$ cat src/rtl/eth_model_pkg.sv
// Shared types and helpers for the 10G MAC RX frame model.
package eth_model_pkg;

  typedef struct packed {
    logic [15:0] len;
    logic [7:0]  seed;
    logic        bad;
  } rx_req_t;

  localparam logic [1:0] StIdle = 2'd0;
  localparam logic [1:0] StData = 2'd1;
  localparam logic [1:0] StGap  = 2'd2;

  localparam int unsigned StatLenW    = 14;
  localparam int unsigned StatGoodBit = 14;
  localparam int unsigned StatBadBit  = 15;
  localparam int unsigned StatW       = 30;

  // Byte enables for the final beat; a multiple of 8 bytes fills the whole beat.
  function automatic logic [7:0] last_keep(input logic [2:0] len_mod);
    logic [8:0] mask;
    mask = (9'd1 << len_mod) - 9'd1;
    return (len_mod == 3'd0) ? 8'hFF : mask[7:0];
  endfunction

endpackage

$ cat src/rtl/eth_req_fifo.sv
// Frame request queue: synchronous FIFO of rx_req_t with synchronous active-low reset.
module eth_req_fifo
  import eth_model_pkg::*;
#(
  parameter int unsigned FIFO_DEPTH = 4,
  localparam int unsigned PtrW = $clog2(FIFO_DEPTH),
  localparam int unsigned CntW = PtrW + 1
) (
  input  logic            clk_i,
  input  logic            rst_ni,
  input  logic            push_i,
  input  rx_req_t         wdata_i,
  input  logic            pop_i,
  output rx_req_t         rdata_o,
  output logic            full_o,
  output logic            empty_o,
  output logic [CntW-1:0] count_o
);

  rx_req_t         mem_q [FIFO_DEPTH];
  logic [PtrW-1:0] wr_ptr_q, wr_ptr_d;
  logic [PtrW-1:0] rd_ptr_q, rd_ptr_d;
  logic [CntW-1:0] count_q, count_d;
  logic            push_ok, pop_ok;

  assign full_o  = (count_q == CntW'(FIFO_DEPTH));
  assign empty_o = (count_q == '0);
  assign count_o = count_q;
  assign rdata_o = mem_q[rd_ptr_q];

  always_comb begin
    push_ok  = push_i & ~full_o;
    pop_ok   = pop_i & ~empty_o;
    wr_ptr_d = push_ok ? wr_ptr_q + PtrW'(1) : wr_ptr_q;
    rd_ptr_d = pop_ok ? rd_ptr_q + PtrW'(1) : rd_ptr_q;
    count_d  = count_q + CntW'(push_ok) - CntW'(pop_ok);
  end

  always_ff @(posedge clk_i) begin
    if (!rst_ni) begin
      wr_ptr_q <= '0;
      rd_ptr_q <= '0;
      count_q  <= '0;
    end else begin
      wr_ptr_q <= wr_ptr_d;
      rd_ptr_q <= rd_ptr_d;
      count_q  <= count_d;
    end
  end

  // Storage needs no reset; the pointers define what is valid.
  always_ff @(posedge clk_i) begin
    if (push_ok) begin
      mem_q[wr_ptr_q] <= wdata_i;
    end
  end

endmodule

$ cat config.mk
export PLATFORM = sky130hd
export DESIGN_NAME = eth_req_fifo
export DESIGN_NICKNAME = d
export VERILOG_FILES = /design/src/rtl/eth_model_pkg.sv /design/src/rtl/eth_req_fifo.sv
export SDC_FILE = /design/constraint.sdc
export NUM_CORES = 1
export LEC_CHECK = 0
export CORE_MARGIN = 2
export CORE_UTILIZATION = 48
export DETAILED_ROUTE_END_ITERATION = 7
export GPL_ROUTABILITY_DRIVEN = 0
export PLACE_DENSITY = 0.74
export SYNTH_ARGS = -nofsm -noshare
export SYNTH_HDL_FRONTEND = slang
export SYNTH_SLANG_ARGS = --single-unit
$ cat constraint.sdc
create_clock -name clk_i -period 1.9 [get_ports clk_i]
set_input_delay 0.38 -clock clk_i [delete_from_list [all_inputs] [get_ports clk_i]]
set_output_delay 0.38 -clock clk_i [all_outputs]
set_load 0.02 [all_outputs]
* Word-level counts from Yosys, hierarchy flattened
Memory sizes are Yosys's and may differ from the RTL's. A register that Yosys moved wholly into a read port is not among the register bits.
Cells that the tools add are included.
** Storage, ports and cells
- Register bits after elaboration :: 7
- Memory bits (writable) :: 100
- Bits of input ports :: 29
- Output and inout bits :: 30
- Logic and storage cells :: 18
- Memories kept :: 1
** Cells by class
- Add/subtract/negate cells :: 4
- Equality and inequality tests :: 1
- Muxes and demuxes :: 4
- Bitwise gates (word level) :: 4
- Reductions and logical operators :: 1
** Memories
- mem_q :: depth 4, width 25, rd ports 1, clocked after memory_dff 1, wr ports 1, line eth_req_fifo.sv:20 : rx_req_t mem_q [FIFO_DEPTH];
** Operators with widths (count)
- $add 2x1->2 const B :: 2
- $mux 2 :: 2
- $add 3x1->3 :: 1
- $eq 3x3->1 const B :: 1
- $logic_not 3->1 :: 1
- $sub 3x1->3 :: 1
- $and 1x1->1 :: 2
- $mux 1 :: 2
- $not 1->1 :: 2

* Logic depth before layout (Yosys ltp)
Gate-level depths: netlist (run 1).
- Word-level depth :: 5
- Depth in mapped cells :: 11
- Mapped depth without buffers :: 10

* Least setup slack after synthesis (run 1)
Ideal clock, no wire load.
- Kind :: reg-to-reg
- Start :: reg count_q[2] (netlist: count_o[2])
- End :: reg count_q[2] (netlist: count_o[2])
- Library setup time :: 0.115 ns
- Arrival time :: 2.284 ns
- Data required time :: 1.785 ns
- Slack :: -0.499 ns
- Stages on the path, launching flop included :: 12
- Buffers on the path :: 1
- Clock period less this slack :: 2.399 ns
- Cell sequence :: dfxtp_1 nor3b_2 nor2b_1 buf_2 inv_1 ha_1 inv_1 ha_1 fa_1 xnor2_1 xnor2_1 and2_1
** Between the ends
- Cells in the longest elaborated chain, start to end :: 5
- Elaborated cells between the ends (all ways) :: 8
- Those cells by class :: add/sub: 2; eq/ne: 1; bitwise: 4; reduce/logical: 1
** RTL lines
- from (decl) :: line eth_req_fifo.sv:23 : logic [CntW-1:0] count_q, count_d;
- from (signal assigned) :: line eth_req_fifo.sv:47 : count_q <= count_d;
- $eq 3x3->1 :: line eth_req_fifo.sv:26 : assign full_o = (count_q == CntW'(FIFO_DEPTH));
- net full_o :: line eth_req_fifo.sv:15 : output logic full_o,
- $not 1->1 :: line eth_req_fifo.sv:32 : push_ok = push_i & ~full_o;
- $and 1x1->1 :: line eth_req_fifo.sv:32
- $add 3x1->3 :: line eth_req_fifo.sv:36 : count_d = count_q + CntW'(push_ok) - CntW'(pop_ok);
- $sub 3x1->3 :: line eth_req_fifo.sv:36
The timed path passes the listed nets, and every way through them passes these cells.
A chain may end at the register's enable or synchronous reset.

==> flow_summary.json, run 1 <==
{
  "htree_levels": 3,
  "diodes": 0,
  "die_x_um": 96.8,
  "worstSetupPathType": "reg2out",
  "syn_to_final_growth_pct": 29.1,
  "wl_met2_um": 3370,
  "grt_overflow": 0,
  "clk_pin_slew_ps": 90,
  "antenna_found_initial": 0,
  "endpoint_kind": "output pin",
  "grt_pass1_vias": 2054,
  "worst_setup_path_start_kind": "flop",
  "final_core_util": 0.644,
  "dp_hpwl_um": 4510,
  "dieArea_mm2": 0.00938,
  "cts_sinks": 109,
  "violations": "negative setup slack",
  "arrival_ps": 1650,
  "setup_viol": 26,
  "drt_wl_total_um": 6990,
  "postCtsHoldBufs": 0,
  "crit_chain": "buf_12 > mux4_2 > buf_6",
  "period_share": 1.07,
  "setup_ws_ps": -131,
  "grt_usage": 0.158,
  "status": "finished, violations left",
  "fmax_ghz": 0.492,
  "tightest_slew_ps": 223,
  "cp_max_fo": 8,
  "ys_warn_count": 0,
  "grt_pass1_wl_um": 11200,
  "cts_root_buf": "clkbuf_8",
  "min_path_cells": 2,
  "synth_nets": 218,
  "drt-met1-wl_um": 3200,
  "numCtsBuffers": 9,
  "route.detailed.drc": 0,
  "fin_nets": 303,
  "wl_per_cell_um": 18.5,
  "rows": 33,
  "dr_total_vias": 1955,
  "power_density_mw_per_mm2": 1250,
  "viasPerCell": 5.19,
  "crit_buf_inv": 2,
  "synth.cell_area_mm2": 0.00414,
  "max-clock-path-buffers": 2,
  "slew_viol_final": 0,
  "tritoncts": "yes",
  "max_stage_delay_ps": 540,
  "core_mm2": 0.00830,
  "setup_tns_ps": -2240,
  "drtIter0Drc": 108,
  "cp_slowest_cell": "mux4_2",
  "ios": 59,
  "die_h_um": 96.8,
  "skew_ps": 10.2,
  "syn_area_per_cell_um2": 22.7,
  "ir_drop_uv": 602,
  "grt_max_degree": 26,
  "ys_types": 23,
  "ys_ff_latch": 109,
  "drv_cap": 0,
  "io_buffer_count": 58,
  "highest_layer": "met4",
  "drt-pass1-iter-count": 4,
  "place_ws_ps": -507,
  "rr_worst_depth": 10,
  "met3_length_um": 295,
  "hold_viol": 0,
  "cp.required_ps": 1520,
  "hold_path.class": "reg2reg",
  "ys_seq_area_frac": 0.770,
  "period_minus_slack_ps": 2030,
  "cp_top_family": "multiplexers",
  "drive_above_1_share": 0.371,
  "relSlewSlack": 0.851,
  "initial_core_util": 0.498,
  "synthCells": 182,
  "p_leak_uw": 0.00183,
  "worstSkewPairLatency_ps": 360,
  "cp.depth": 3,
  "rsz0062_at_grt": "yes",
  "detail-route-antenna-nets": 0
}
## state kept, by name (all words and copies together), names as in the netlist, named ones only
| name | count |
|---|---|
| mem_q | 100 |
| count_o | 3 |
| rd_ptr_q | 2 |
| wr_ptr_q | 2 |
## cell usage after synthesis
cell       number  share of area
mux2i_1         2         0.0048
buf_6           1         0.0027
and2_1          7          0.011
mux4_1          5          0.032
dfxtp_1         9          0.044
clkbuf_1        1        0.00091
or3_1           1         0.0015
buf_12          2         0.0097
nor2b_1         2         0.0030
nor3_2          1         0.0024
o21ai_0         3         0.0036
mux4_2         20           0.11
a21boi_1        1         0.0018
nand4bb_1       1         0.0027
nand2_1         6         0.0054
fa_1            1         0.0048
xnor2_1         2         0.0042
clkbuf_2        1         0.0012
buf_2           3         0.0036
nor3b_2         1         0.0030
ha_1            6          0.018
inv_1           6         0.0054
edfxtp_1      100           0.73
## cells in the final DEF, fill, tap and decap left out, drive strengths merged
master         synthesis  routed
buf                    6      49
inv                    6       8
nand4bb                1       1
nor3b                  1       1
a21boi                 1       1
mux4                  25      25
dlymetal6s2s           0       1
nor3                   1       1
fa                     1       1
nor2b                  2       2
nand2                  6       6
dfxtp                  9       9
xnor2                  2       2
o21ai                  3       3
edfxtp               100     100
or3                    1       1
and2                   7       7
mux2i                  2       2
ha                     6       6
clkdlybuf4s50          0      29
clkbuf                 2      14
dlygate4sd2            0       3
## worst min-delay path, cell delays in order (launching register included)
cell,delay (ps)
dfxtp_1,320
o21ai_0,70
a21boi_1,70
## cell families (layout without fill, tap and decap cells)
group           count (synthesis)  count (layout)  share of synthesized area
mux                            27              27                      0.145
buf+inv                        14             104                     0.0236
compound gates                  4               4                    0.00544
fa+ha+maj                       7               7                     0.0230
simple gates                   19              19                     0.0287
flops                         109             109                      0.770
xor+xnor                        2               2                    0.00424
## layout make-up
cell class / count / area, µm²
flip-flops and latches: 109 / 3190
fillers: 571 / 2960
repair buffers: 82 / 918
multi-input cells: 59 / 880
clock buffers: 14 / 184
well taps: 105 / 131
inverters: 6 / 22.5
clock inverters: 2 / 12.5
## path summary, 6_finish.rpt
| check | startpoint | end | slack [ps] |
|---|---|---|---|
| worst max-delay path | flop | rdata_o[2] | -130 |
| worst min-delay path | rd_ptr_q[1] | rd_ptr_q[1] | 500 |
| worst max register to register | count_o[2] | count_o[2] | -130 |
| worst min register to register | rd_ptr_q[1] | rd_ptr_q[1] | 500 |
## metal layers
metal,vias to the layer above,GRT usage
met1,993,0.223
met5,-,0
met2,49,0.240
li1,902,-
met3,11,0.0368
met4,0,0.0618
## timing repair
item,in CTS,in global routing
cloned,0,0
buffers inserted,3,1
setup endpoints to repair,29,28
resized for setup,160,14
## per-stage QoR
step | instances | area [µm²] | hold WS [ps] | total power, µW
2_1_floorplan | 182 | 4160 | 456 | 4270
3_3_place_gp | 357 | 5040 | 472 | 5130
3_5_place_dp | 357 | 5040 | 488 | 5170
4_1_cts | 376 | 5290 | 504 | 6630
5_1_grt | 377 | 5340 | 533 | 6970
6_report | 377 | 5340 | 498 | 6650
## report_power, final
group          internal [µW]  leakage [µW]  switching (µW)
Combinational           1250      0.000733            1030
Clock                    632      0.000103             699
Sequential              2920      0.000992             121
No activity file was read; power rests on OpenSTA's default activity.
==> run 2, diff against run 1 <==
--- a/config.mk
+++ b/config.mk
@@ -6,10 +6,9 @@
 export NUM_CORES = 1
 export LEC_CHECK = 0
 export CORE_MARGIN = 2
-export CORE_UTILIZATION = 48
+export CORE_UTILIZATION = 40
 export DETAILED_ROUTE_END_ITERATION = 7
 export GPL_ROUTABILITY_DRIVEN = 0
-export PLACE_DENSITY = 0.74
 export SYNTH_ARGS = -nofsm -noshare
 export SYNTH_HDL_FRONTEND = slang
 export SYNTH_SLANG_ARGS = --single-unit
==> flow_summary.json, run 2 (synthesized netlist as in run 1, its figures left out) <==
{
  "min_path_cells": 2,
  "relSlewSlack": 0.788,
  "period_share": 1.08,
  "io_buffer_count": 58,
  "setup_viol": 26,
  "layout_commonest_cell": "edfxtp_1",
  "final_core_util": 0.524,
  "worst_setup_path_start_kind": "flop",
  "die_h_um": 106,
  "antenna_found_initial": 0,
  "p_leak_uw": 0.00180,
  "initial_core_util": 0.406,
  "cts_root_buf": "clkbuf_8",
  "largest_register_ffs": 100,
  "arrival_ps": 1670,
  "p_clk_frac": 0.204,
  "postCtsHoldBufs": 0,
  "dr_total_vias": 1936,
  "max-clock-path-buffers": 2,
  "grt_max_degree": 26,
  "grt_pass1_wl_um": 11000,
  "cp_max_fo": 8,
  "period_minus_slack_ps": 2050,
  "post-place-cells": 382,
  "grt_overflow": 0,
  "slew_viol_final": 0,
  "detail-route-antenna-nets": 0,
  "rr_worst_depth": 10,
  "ir_drop_uv": 720,
  "internal_power_uw": 4680,
  "p_sw_frac": 0.299,
  "core_mm2": 0.0102,
  "design_area_mm2": 0.00534,
  "place_ws_ps": -482,
  "drt-pass1-iter-count": 4,
  "grt_pass1_vias": 2074,
  "die_x_um": 106,
  "drtIter0Drc": 66,
  "fmax_ghz": 0.487,
  "worstSkewPairLatency_ps": 380,
  "diodes": 0,
  "route.detailed.drc": 0,
  "regMostFlops": "mem_q",
  "worstSetupPathType": "reg2out",
  "dp_hpwl_um": 4110,
  "min_to": "rd_ptr_q[0]",
  "rsz0062_at_grt": "yes",
  "power_density_mw_per_mm2": 1250,
  "syn_to_final_growth_pct": 29.1,
  "p_seq_frac": 0.457,
  "timing.rr.end": "count_o[2]",
  "p_sw_uw": 1990,
  "setup_tns_ps": -2930,
  "drive_above_1_share": 0.371,
  "cp.required_ps": 1520,
  "status": "finished, violations left",
  "clk_pin_slew_ps": 100,
  "grt_usage": 0.134,
  "violations": "negative setup slack",
  "viasPerCell": 4.80,
  "endpoint_kind": "output pin",
  "holdCritStartpoint": "rd_ptr_q[0]",
  "tritoncts": "yes",
  "hold_viol": 0,
  "reg2reg_from": "count_o[2]",
  "fin_nets": 298,
  "wl_per_cell_um": 17.3,
  "ios": 59,
  "nFillCells": 817,
  "tightest_slew_ps": 316,
  "fin_cells": 403,
  "cts_sinks": 109,
  "dieArea_mm2": 0.0112,
  "p_comb_frac": 0.339,
  "place_area_mm2": 0.00503,
  "rows": 37,
  "numCtsBuffers": 9,
  "r2r_setup_slack_ps": -140,
  "setup_ws_ps": -152,
  "htree_levels": 3,
  "drt_wl_total_um": 6980,
  "mostFrequentLayoutCells": "100 x edfxtp_1, 28 x clkdlybuf4s50_1, 25 x mux4_2, 25 x buf_6, 10 x buf_4",
  "drv_cap": 0,
  "skew_ps": 14.5,
  "hold_path.class": "reg2reg"
}
[run 2: how the worst max path moves through the flow]
| stage | endpoint | slack (ps) | depth (start not counted) |
|---|---|---|---|
| 2_1_floorplan | count_o[2] | -230 | 9 |
| 3_5_place_dp | count_o[2] | -480 | 10 |
| 3_3_place_gp | count_o[2] | -450 | 10 |
| 4_1_cts | rdata_o[14] | -200 | 4 |
| 5_1_grt | rdata_o[2] | -230 | 3 |
| 6_report | rdata_o[2] | -150 | 3 |
[run 2: power by group through the flow]
stage                     logic [µW]  registers, µW  clock network [µW]
after detailed placement        2070           3090                   0
after global placement          2070           3070                   0
after global routing            2420           3080                1510
after floorplan                 1190           3080                   0
final                           2260           3050                1360
after CTS                       2110           3040                1420
[run 2: cell type report]
| class | instances | area [µm²] | share of cell area |
|---|---|---|---|
| flip-flops and latches | 109 | 3190 | 0.598 |
| multi-input cells | 59 | 890 | 0.167 |
| repair buffers | 77 | 870 | 0.163 |
| well taps | 136 | 170 | 0.0319 |
| clock buffers | 9 | 124 | 0.0232 |
| clock inverters | 7 | 72.6 | 0.0136 |
| inverters | 6 | 22.5 | 0.00422 |
[run 2: stage by stage]
stage          power, µW  hold slack [ps]
2_1_floorplan       4270              456
3_3_place_gp        5140              474
3_5_place_dp        5160              488
5_1_grt             7010              560
4_1_cts             6570              503
6_report            6670              504
[run 2: metal layers]
metal  global-route usage  wire (µm)
met1                0.160       2850
met2                0.229       3650
met3               0.0439        396
met4               0.0451         83
met5                    0          0
[run 2: worst max-delay path, cell delays in order, from the launching register on]
cell     delay (ps)
dfxtp_4         440
buf_12          170
mux4_2          540
buf_6           150
[run 2: repair_timing]
| item | 4_1_cts | 5_1_grt |
|---|---|---|
| gates cloned | 1 | 1 |
| setup buffers | 2 | 2 |
| pin swaps | 0 | 5 |
| resized for setup | 134 | 34 |
| setup endpoints to repair | 31 | 28 |
